--- config.mk ---
export PLATFORM = sky130hd
export DESIGN_NAME = data_memory_arbiter
export DESIGN_NICKNAME = d
export VERILOG_FILES = /design/src/rtl/data_memory_arbiter.sv
export SDC_FILE = /design/constraint.sdc
export NUM_CORES = 1
export LEC_CHECK = 0
export CAP_MARGIN = 20
export CORE_MARGIN = 2
export CORE_UTILIZATION = 44
export DETAILED_ROUTE_END_ITERATION = 8
export HOLD_SLACK_MARGIN = 0.12
export PLACE_DENSITY = 0.95
export SLEW_MARGIN = 20
export SYNTH_ARGS = -nofsm -noshare
export SYNTH_HDL_FRONTEND = slang
export SYNTH_SLANG_ARGS = --single-unit
--- constraint.sdc ---
create_clock -name clk -period 6.2 [get_ports clk]
set_input_delay 0.93 -clock clk [delete_from_list [all_inputs] [get_ports clk]]
set_output_delay 0.93 -clock clk [all_outputs]
set_load 0.03 [all_outputs]
--- src/rtl/data_memory_arbiter.sv ---
// Round-robin arbiter and sequencer that serialises two requesters onto one
// single-port data memory; every output is registered.
module data_memory_arbiter #(
    parameter int ADDR_WIDTH = 18,
    parameter int DATA_WIDTH = 32
) (
    input  logic                  clk,
    input  logic                  reset,

    input  logic                  m0_req,
    input  logic                  m0_we,
    input  logic [ADDR_WIDTH-1:0] m0_addr,
    input  logic [DATA_WIDTH-1:0] m0_wdata,
    output logic                  m0_ack,
    output logic [DATA_WIDTH-1:0] m0_rdata,

    input  logic                  m1_req,
    input  logic                  m1_we,
    input  logic [ADDR_WIDTH-1:0] m1_addr,
    input  logic [DATA_WIDTH-1:0] m1_wdata,
    output logic                  m1_ack,
    output logic [DATA_WIDTH-1:0] m1_rdata,

    output logic [ADDR_WIDTH-1:0] mem_addr,
    output logic [DATA_WIDTH-1:0] mem_wdata,
    output logic                  mem_read,
    output logic                  mem_write,
    input  logic [DATA_WIDTH-1:0] mem_rdata,

    output logic                  busy
);

    typedef enum logic [1:0] {
        IDLE,
        ACCESS,
        DONE
    } state_t;

    state_t                state, state_nxt;
    logic                  gnt, gnt_nxt;
    logic                  last_grant, last_grant_nxt;
    logic [ADDR_WIDTH-1:0] mem_addr_nxt;
    logic [DATA_WIDTH-1:0] mem_wdata_nxt;
    logic                  mem_read_nxt, mem_write_nxt;
    logic                  m0_ack_nxt, m1_ack_nxt;
    logic [DATA_WIDTH-1:0] m0_rdata_nxt, m1_rdata_nxt;
    logic                  busy_nxt;
    logic                  issue;
    logic                  issue_sel;

    always_comb begin
        // NOTE: every next value gets a default first, so no branch can infer a latch.
        state_nxt      = state;
        gnt_nxt        = gnt;
        last_grant_nxt = last_grant;
        mem_addr_nxt   = mem_addr;
        mem_wdata_nxt  = mem_wdata;
        mem_read_nxt   = 1'b0;
        mem_write_nxt  = 1'b0;
        m0_ack_nxt     = 1'b0;
        m1_ack_nxt     = 1'b0;
        m0_rdata_nxt   = m0_rdata;
        m1_rdata_nxt   = m1_rdata;
        issue          = 1'b0;
        issue_sel      = 1'b0;

        case (state)
            IDLE: begin
                if (m0_req || m1_req) begin
                    issue     = 1'b1;
                    issue_sel = (m0_req && m1_req) ? ~last_grant : m1_req;
                end
            end
            ACCESS: begin
                if (gnt) begin
                    m1_ack_nxt = 1'b1;
                    if (mem_read) m1_rdata_nxt = mem_rdata;
                end else begin
                    m0_ack_nxt = 1'b1;
                    if (mem_read) m0_rdata_nxt = mem_rdata;
                end
                last_grant_nxt = gnt;
                state_nxt      = DONE;
            end
            DONE: begin
                // Only the other side may be granted here; the served side's req is ignored.
                if (gnt ? m0_req : m1_req) begin
                    issue     = 1'b1;
                    issue_sel = ~gnt;
                end else begin
                    state_nxt = IDLE;
                end
            end
            default: state_nxt = IDLE;
        endcase

        if (issue) begin
            state_nxt     = ACCESS;
            gnt_nxt       = issue_sel;
            mem_addr_nxt  = issue_sel ? m1_addr  : m0_addr;
            mem_wdata_nxt = issue_sel ? m1_wdata : m0_wdata;
            mem_read_nxt  = issue_sel ? ~m1_we   : ~m0_we;
            mem_write_nxt = issue_sel ? m1_we    : m0_we;
        end

        busy_nxt = (state_nxt != IDLE);
    end

    // NOTE: non-blocking assignments so every register samples pre-edge values.
    // Asynchronous reset drops mem_write at once, so no write can commit while reset is held.
    always_ff @(posedge clk or posedge reset) begin
        if (reset) begin
            state      <= IDLE;
            gnt        <= 1'b0;
            last_grant <= 1'b1;
            mem_addr   <= '0;
            mem_wdata  <= '0;
            mem_read   <= 1'b0;
            mem_write  <= 1'b0;
            m0_ack     <= 1'b0;
            m1_ack     <= 1'b0;
            m0_rdata   <= '0;
            m1_rdata   <= '0;
            busy       <= 1'b0;
        end else begin
            state      <= state_nxt;
            gnt        <= gnt_nxt;
            last_grant <= last_grant_nxt;
            mem_addr   <= mem_addr_nxt;
            mem_wdata  <= mem_wdata_nxt;
            mem_read   <= mem_read_nxt;
            mem_write  <= mem_write_nxt;
            m0_ack     <= m0_ack_nxt;
            m1_ack     <= m1_ack_nxt;
            m0_rdata   <= m0_rdata_nxt;
            m1_rdata   <= m1_rdata_nxt;
            busy       <= busy_nxt;
        end
    end

endmodule

==> flow_metrics.env, run 1 <==
export IMPL_grt_antenna_before_repair=0
export IMPL_power_density_nw_per_um2=578.9
export IMPL_wl_met2_mm=7.258
export IMPL_min_path_cells=1
export IMPL_setup_viol=0
export IMPL_rows=40
export IMPL_cts_setup_buffers=0
export IMPL_syn_inst=382
export IMPL_grt_max_degree=75
export IMPL_drv_slew=0
export IMPL_min_period_ps=2649
export IMPL_cts_tree="built"
export IMPL_fin_total_pwr_w=0.004879
export IMPL_n_antenna_cell=0
export IMPL_min_path_type="register to register"
export IMPL_finalHoldViolCount=0
export IMPL_gr_total_overflow=0
export IMPL_cts_made_buffers=17
export IMPL_io_pins=257
export IMPL_synth_avg_cell_area_um2=14.12
export IMPL_met3_length_mm=1.031
export IMPL_dpl_hpwl_mm=10.39
export IMPL_holdBufCountCts=0
export IMPL_core_um2=12010
export IMPL_die_w_um=114.7
export IMPL_worst_slew_pin_slew_ps=888.5
export IMPL_vias_per_cell=4.906
export IMPL_nets=775
export IMPL_start_util=0.4492
export IMPL_synth_seq_cells=123
export IMPL_yosys_warnings=0
export IMPL_status="finished, final reports clean"
export IMPL_ant_nets=0
export IMPL_drc=0
export IMPL_worstSetupStartpointType="primary input"
export IMPL_ff2ff_setup_slack_ps=4060
export IMPL_htreeDepth=4
export IMPL_worstReg2RegStart="last_grant"
export IMPL_grt_pass1_wl_mm=21.35
export IMPL_wl_met1_mm=5.284
export IMPL_top_layer="met4"
export IMPL_tns_ps=0
export IMPL_area_growth_syn_to_layout_pct=56.22
export IMPL_synth_area_um2=5395
export IMPL_path_clk_slew_ps=60
export IMPL_die_area_um2=13160
export IMPL_vdd_drop_max_mv=0.4556
export IMPL_yosysSeqAreaShare=0.5707
export IMPL_syn_num_nets=520
export IMPL_utilization=0.7017
export IMPL_fin_crit_sh=0.4273
export IMPL_grt_pass1_vias=4233
export IMPL_p_leak_nw=3.673
export IMPL_cp_end_kind="register"
export IMPL_hold_end="m0_rdata[31]"
export IMPL_clock_latency_ps=400
export IMPL_dr_total_vias=3910
export IMPL_wl_mm=13.91
export IMPL_relSlewSlack=0.4077
export IMPL_reg2reg_depth=5
export IMPL_place_gp_congestion=0.7507
export IMPL_ctsResizeCount=0
export IMPL_fp_dieH_um=114.7
export IMPL_cts_sinks=123
export IMPL_post_drt_wl_per_cell_um=17.45
export IMPL_first_pass_iters=4
export IMPL_maxCapViolCount=0
export IMPL_worstPathRequired_ps=6450
export IMPL_drt_iter0_markers=170
export IMPL_drive_gt1_frac=0.2323
export IMPL_timing_rr_end="mem_wdata[31]"
export IMPL_clockRootBuffer="clkbuf_16"
export IMPL_cp_max_fo=52
export IMPL_yosysUniqueCellTypes=25
export IMPL_cts_path_max_buffers=2
export IMPL_io_buffers=256
export IMPL_worstSetupPathType="primary input to register"
export IMPL_rsz0062_at_grt="false"
export IMPL_fin_skew_ps=5.260
export IMPL_grt_usage=0.2127
export IMPL_hp_start="m0_rdata[31]"
export IMPL_worstPathArrival_ps=2900
export IMPL_clock_fmax_mhz=377.5
-- area by class of cell --
cell class / instances / area, µm²
timing repair buffer: 260 / 2592
clock buffer: 21 / 450.4
inverter: 4 / 17.52
tap: 147 / 183.9
fill: 847 / 3583
sequential: 123 / 3079
multi-input combinational: 231 / 2032
clock inverter: 11 / 72.57
-- cells in the final DEF (no fill, tap or decap), drive strengths merged --
master | Yosys | routed
mux2 | 64 | 64
o21ai | 1 | 1
nand2b | 2 | 2
clkinv | 0 | 6
buf | 23 | 4
and2 | 1 | 1
and3 | 1 | 1
inv | 4 | 5
nor2 | 53 | 53
dfrtp | 122 | 122
a21oi | 50 | 50
mux2i | 52 | 52
clkdlybuf4s50 | 0 | 256
clkinvlp | 0 | 4
a21o | 1 | 1
nor2b | 1 | 1
clkbuf | 1 | 21
dfstp | 1 | 1
a211oi | 1 | 1
nand2 | 3 | 3
o2111ai | 1 | 1
-- metrics by stage --
step	worst slack [ps]	cells	hold WS, ps	instance area (µm²)
6_report	3551	797	486.4	8428
5_1_grt	3410	797	516.2	8428
4_1_cts	3573	797	491.9	8428
3_5_place_dp	3156	765	478.4	7905
3_3_place_gp	3231	765	472.8	7905
2_1_floorplan	2001	382	463.5	5395
-- critical path, cell delays in order --
cell and delay, ps:
clkdlybuf4s50_1 500, nand2_1 90, o2111ai_4 180, buf_4 720, mux2i_1 360, a21oi_2 80
-- where the power goes --
part	switching (W)	internal [W]	leakage, nW	total [W]
logic	0.00144	0.00114	2.00	0.00258
registers	0.000230	0.00121	1.43	0.00144
clock network	0.000344	0.000518	0.249	0.000862
-- state kept, by name, indices dropped and copies added, names as in the netlist --
name and cells:
m0_ack 1, gnt 1, busy 1, m1_rdata 32
last_grant 1, mem_read 1, state 2, m1_ack 1
m0_rdata 32, mem_wdata 32, mem_addr 18, mem_write 1
-- routing by layer --
metal | vias to the layer above | GRT usage
li1 | 1840 | -
met1 | 1865 | 0.2369
met2 | 176 | 0.3744
met3 | 29 | 0.07327
met4 | 0 | 0.08594
met5 | - | 0
-- kinds of logic (layout without fill, tap and decap cells) --
family	count (synthesis)	after routing	share of synthesized area
muxes	116	116	0.2377
DFF	123	123	0.5707
AOI/OAI and AO/OA	54	54	0.08882
buffers and inverters	28	296	0.05612
and+or+nand+nor	61	61	0.04662
-- cell usage after synthesis --
master	count	share of area
a211oi_4	1	0.0037
a21o_1	1	0.0014
a21oi_2	50	0.081
and2_1	1	0.0012
and3_1	1	0.0012
buf_12	6	0.022
buf_2	6	0.0056
buf_6	11	0.023
clkbuf_8	1	0.0026
dfrtp_1	122	0.57
dfstp_2	1	0.0049
inv_1	3	0.0021
inv_2	1	0.00070
mux2_1	4	0.0083
mux2_2	49	0.10
mux2_4	11	0.031
mux2i_1	52	0.096
nand2_1	2	0.0014
nand2_2	1	0.0012
nand2b_1	1	0.0012
nand2b_4	1	0.0026
nor2_1	53	0.037
nor2b_1	1	0.0012
o2111ai_1	1	0.0016
o21ai_0	1	0.00093
-- worst max path at each step --
stage / from / to / slack, ps
after floorplan: reset / busy / 2000
after global placement: m0_req / mem_addr[3] / 3230
after detailed placement: m0_req / mem_wdata[1] / 3160
after CTS: m0_req / mem_wdata[31] / 3570
after global routing: m1_req / mem_wdata[15] / 3410
final: m0_req / mem_wdata[31] / 3550
Note: power is estimated with default switching activity, not from simulation.
==> run 2, diff against run 1 <==
--- a/config.mk
+++ b/config.mk
@@ -7,10 +7,10 @@
 export LEC_CHECK = 0
 export CAP_MARGIN = 20
 export CORE_MARGIN = 2
-export CORE_UTILIZATION = 44
+export CORE_UTILIZATION = 37
 export DETAILED_ROUTE_END_ITERATION = 8
 export HOLD_SLACK_MARGIN = 0.12
-export PLACE_DENSITY = 0.95
+export PLACE_DENSITY = 0.87
 export SLEW_MARGIN = 20
 export SYNTH_ARGS = -nofsm -noshare
 export SYNTH_HDL_FRONTEND = slang
==> constraint.sdc (replaced) <==
create_clock -name clk -period 2.3 [get_ports clk]
set_input_delay 0.345 -clock clk [delete_from_list [all_inputs] [get_ports clk]]
set_output_delay 0.345 -clock clk [all_outputs]
set_load 0.03 [all_outputs]
==> run 2 against run 1 <==
  * Non-clock buffer count increased by 4
  * Register-to-register slack got worse by 3500 ps
  * Power increased to 2.7 times the previous value
  * Sequential share of layout area decreased by 0.79 points
  * Setup slack got worse by 3100 ps
  * Core utilization decreased by 10 points
  * Routed wire length decreased by 1.5%
  * Critical endpoint is now mem_read
  * Largest cell class unchanged
==> flow_metrics.env, run 2 (synthesized netlist as in run 1, its figures left out) <==
export IMPL_status="finished, final reports clean"
export IMPL_die_w_um=124.8
export IMPL_io_buffers=256
export IMPL_fin_crit_sh=0.7970
export IMPL_grt_usage=0.1781
export IMPL_path_cells="clkdlybuf4s50_1"
export IMPL_ff2ff_setup_slack_ps=560
export IMPL_p_leak_nw=3.727
export IMPL_htreeDepth=4
export IMPL_rows=44
export IMPL_worstPathRequired_ps=1960
export IMPL_vdd_drop_max_mv=0.9942
export IMPL_path_clk_slew_ps=50
export IMPL_gr_total_overflow=0
export IMPL_grt_pass1_vias=4323
export IMPL_start_util=0.3755
export IMPL_reg2reg_depth=5
export IMPL_min_path_type="primary input to async pin"
export IMPL_mostFrequentLayoutCells="clkdlybuf4s50_1 (256), dfrtp_1 (122), nor2_1 (53)"
export IMPL_slowest_delay_ps=700
export IMPL_biggestRegsByFlops="m0_rdata (32), m1_rdata (32), mem_wdata (32)"
export IMPL_endpoint="mem_read"
export IMPL_ant_nets=0
export IMPL_timing_rr_end="mem_addr[5]"
export IMPL_tns_ps=0
export IMPL_drive_gt1_frac=0.2385
export IMPL_cp_end_kind="output port"
export IMPL_cp_slowest_cell="clkdlybuf4s50_1"
export IMPL_dr_total_vias=3963
export IMPL_cts_path_max_buffers=2
export IMPL_place_gp_congestion=0.7537
export IMPL_holdBufCountCts=0
export IMPL_rsz0062_at_grt="false"
export IMPL_cts_made_buffers=17
export IMPL_final_cells=838
export IMPL_relSlewSlack=0.6356
export IMPL_grt_pass1_wl_mm=21.88
export IMPL_power_density_nw_per_um2=1546
export IMPL_path_depth=1
export IMPL_worst_slew_pin_slew_ps=546.7
export IMPL_drc=0
export IMPL_dpl_hpwl_mm=10.21
export IMPL_clockRootBuffer="clkbuf_16"
export IMPL_drv_slew=0
export IMPL_worstReg2RegStart="last_grant"
export IMPL_fin_skew_ps=4.330
export IMPL_critPathBufInv=1
export IMPL_clock_fmax_mhz=545.5
export IMPL_maxCapViolCount=0
export IMPL_fp_dieH_um=124.8
export IMPL_min_period_ps=1833
export IMPL_worstSetupStartpointType="register"
export IMPL_setup_viol=0
export IMPL_worstPathArrival_ps=1490
export IMPL_cpLargestDelayFamily="buffers and inverters"
export IMPL_cp_max_fo=3
export IMPL_wl_mm=13.71
export IMPL_grt_antenna_before_repair=0
export IMPL_cts_tree="built"
export IMPL_finalHoldViolCount=0
export IMPL_ctsResizeCount=0
export IMPL_critPathLaunch="mem_read"
export IMPL_place_ws_ps=192.7
export IMPL_nets=779
export IMPL_post_drt_wl_per_cell_um=16.36
export IMPL_n_antenna_cell=0
export IMPL_core_um2=14370
export IMPL_io_pins=257
export IMPL_cts_sinks=123
export IMPL_cts_setup_buffers=0
export IMPL_drt_iter0_markers=155
export IMPL_die_area_um2=15560
export IMPL_grt_max_degree=98
export IMPL_worstSetupPathType="register to output port"
export IMPL_utilization=0.5995
export IMPL_area_growth_syn_to_layout_pct=59.67
export IMPL_mostFrequentLayoutCell="clkdlybuf4s50_1"
export IMPL_first_pass_iters=4
export IMPL_vias_per_cell=4.729
export IMPL_dp_cells=806
export IMPL_fin_ws_ps=467.0
export IMPL_clock_latency_ps=410
-- run 2: cell count changes in the layout (fill, tap and decap cells not counted) --
| cell | before | now |
|---|---|---|
| buf_12 | 0 | 6 |
| buf_4 | 4 | 2 |
| bufinv_16 | 0 | 1 |
| clkbuf_1 | 3 | 2 |
| clkbuf_8 | 1 | 2 |
| clkinv_2 | 5 | 4 |
| clkinvlp_4 | 4 | 6 |
| inv_4 | 1 | 0 |
| inv_6 | 1 | 0 |
-- run 2: how the worst min path moves through the flow --
stage	cells past startpoint	startpoint	to	slack [ps]
finish	3	reset	mem_addr[11]	420
global route	3	reset	mem_wdata[20]	460
CTS	3	reset	mem_wdata[20]	420
detailed placement	1	m0_rdata[31]	m0_rdata[31]	480
global placement	1	m0_rdata[31]	m0_rdata[31]	470
floorplan	1	gnt	m0_ack	460
-- run 2: area by class of cell --
cell class,instances,area [µm²]
repair buffers,264,2698
clock buffers,21,460.4
fillers,1081,5754
well taps,184,230.2
clock inverters,11,96.34
flip-flops and latches,123,3079
inverters,4,18.77
multi-input cells,231,2032
-- run 2: where the power goes --
part | leakage [nW] | switching, W | internal (W)
Combinational | 2.04 | 0.00386 | 0.00314
Clock | 0.261 | 0.000930 | 0.00153
Sequential | 1.43 | 0.000603 | 0.00325
-- run 2: metrics by stage --
| stage | total power [W] | hold slack (ps) | instance area, µm² |
|---|---|---|---|
| after floorplan | 0.008276 | 463.5 | 5399 |
| after global placement | 0.01073 | 468.2 | 8058 |
| after detailed placement | 0.01095 | 476.0 | 8058 |
| after CTS | 0.01349 | 419.1 | 8615 |
| after global routing | 0.01398 | 456.2 | 8615 |
| final | 0.01332 | 422.6 | 8615 |
-- run 2: layer usage --
metal | GRT usage | vias up | share of wire
met1 | 0.1957 | 1929 | 0.39
met5 | 0 | - | 0
li1 | - | 1848 | -
met2 | 0.3134 | 165 | 0.51
met4 | 0.06081 | 0 | 0.017
met3 | 0.07002 | 21 | 0.077
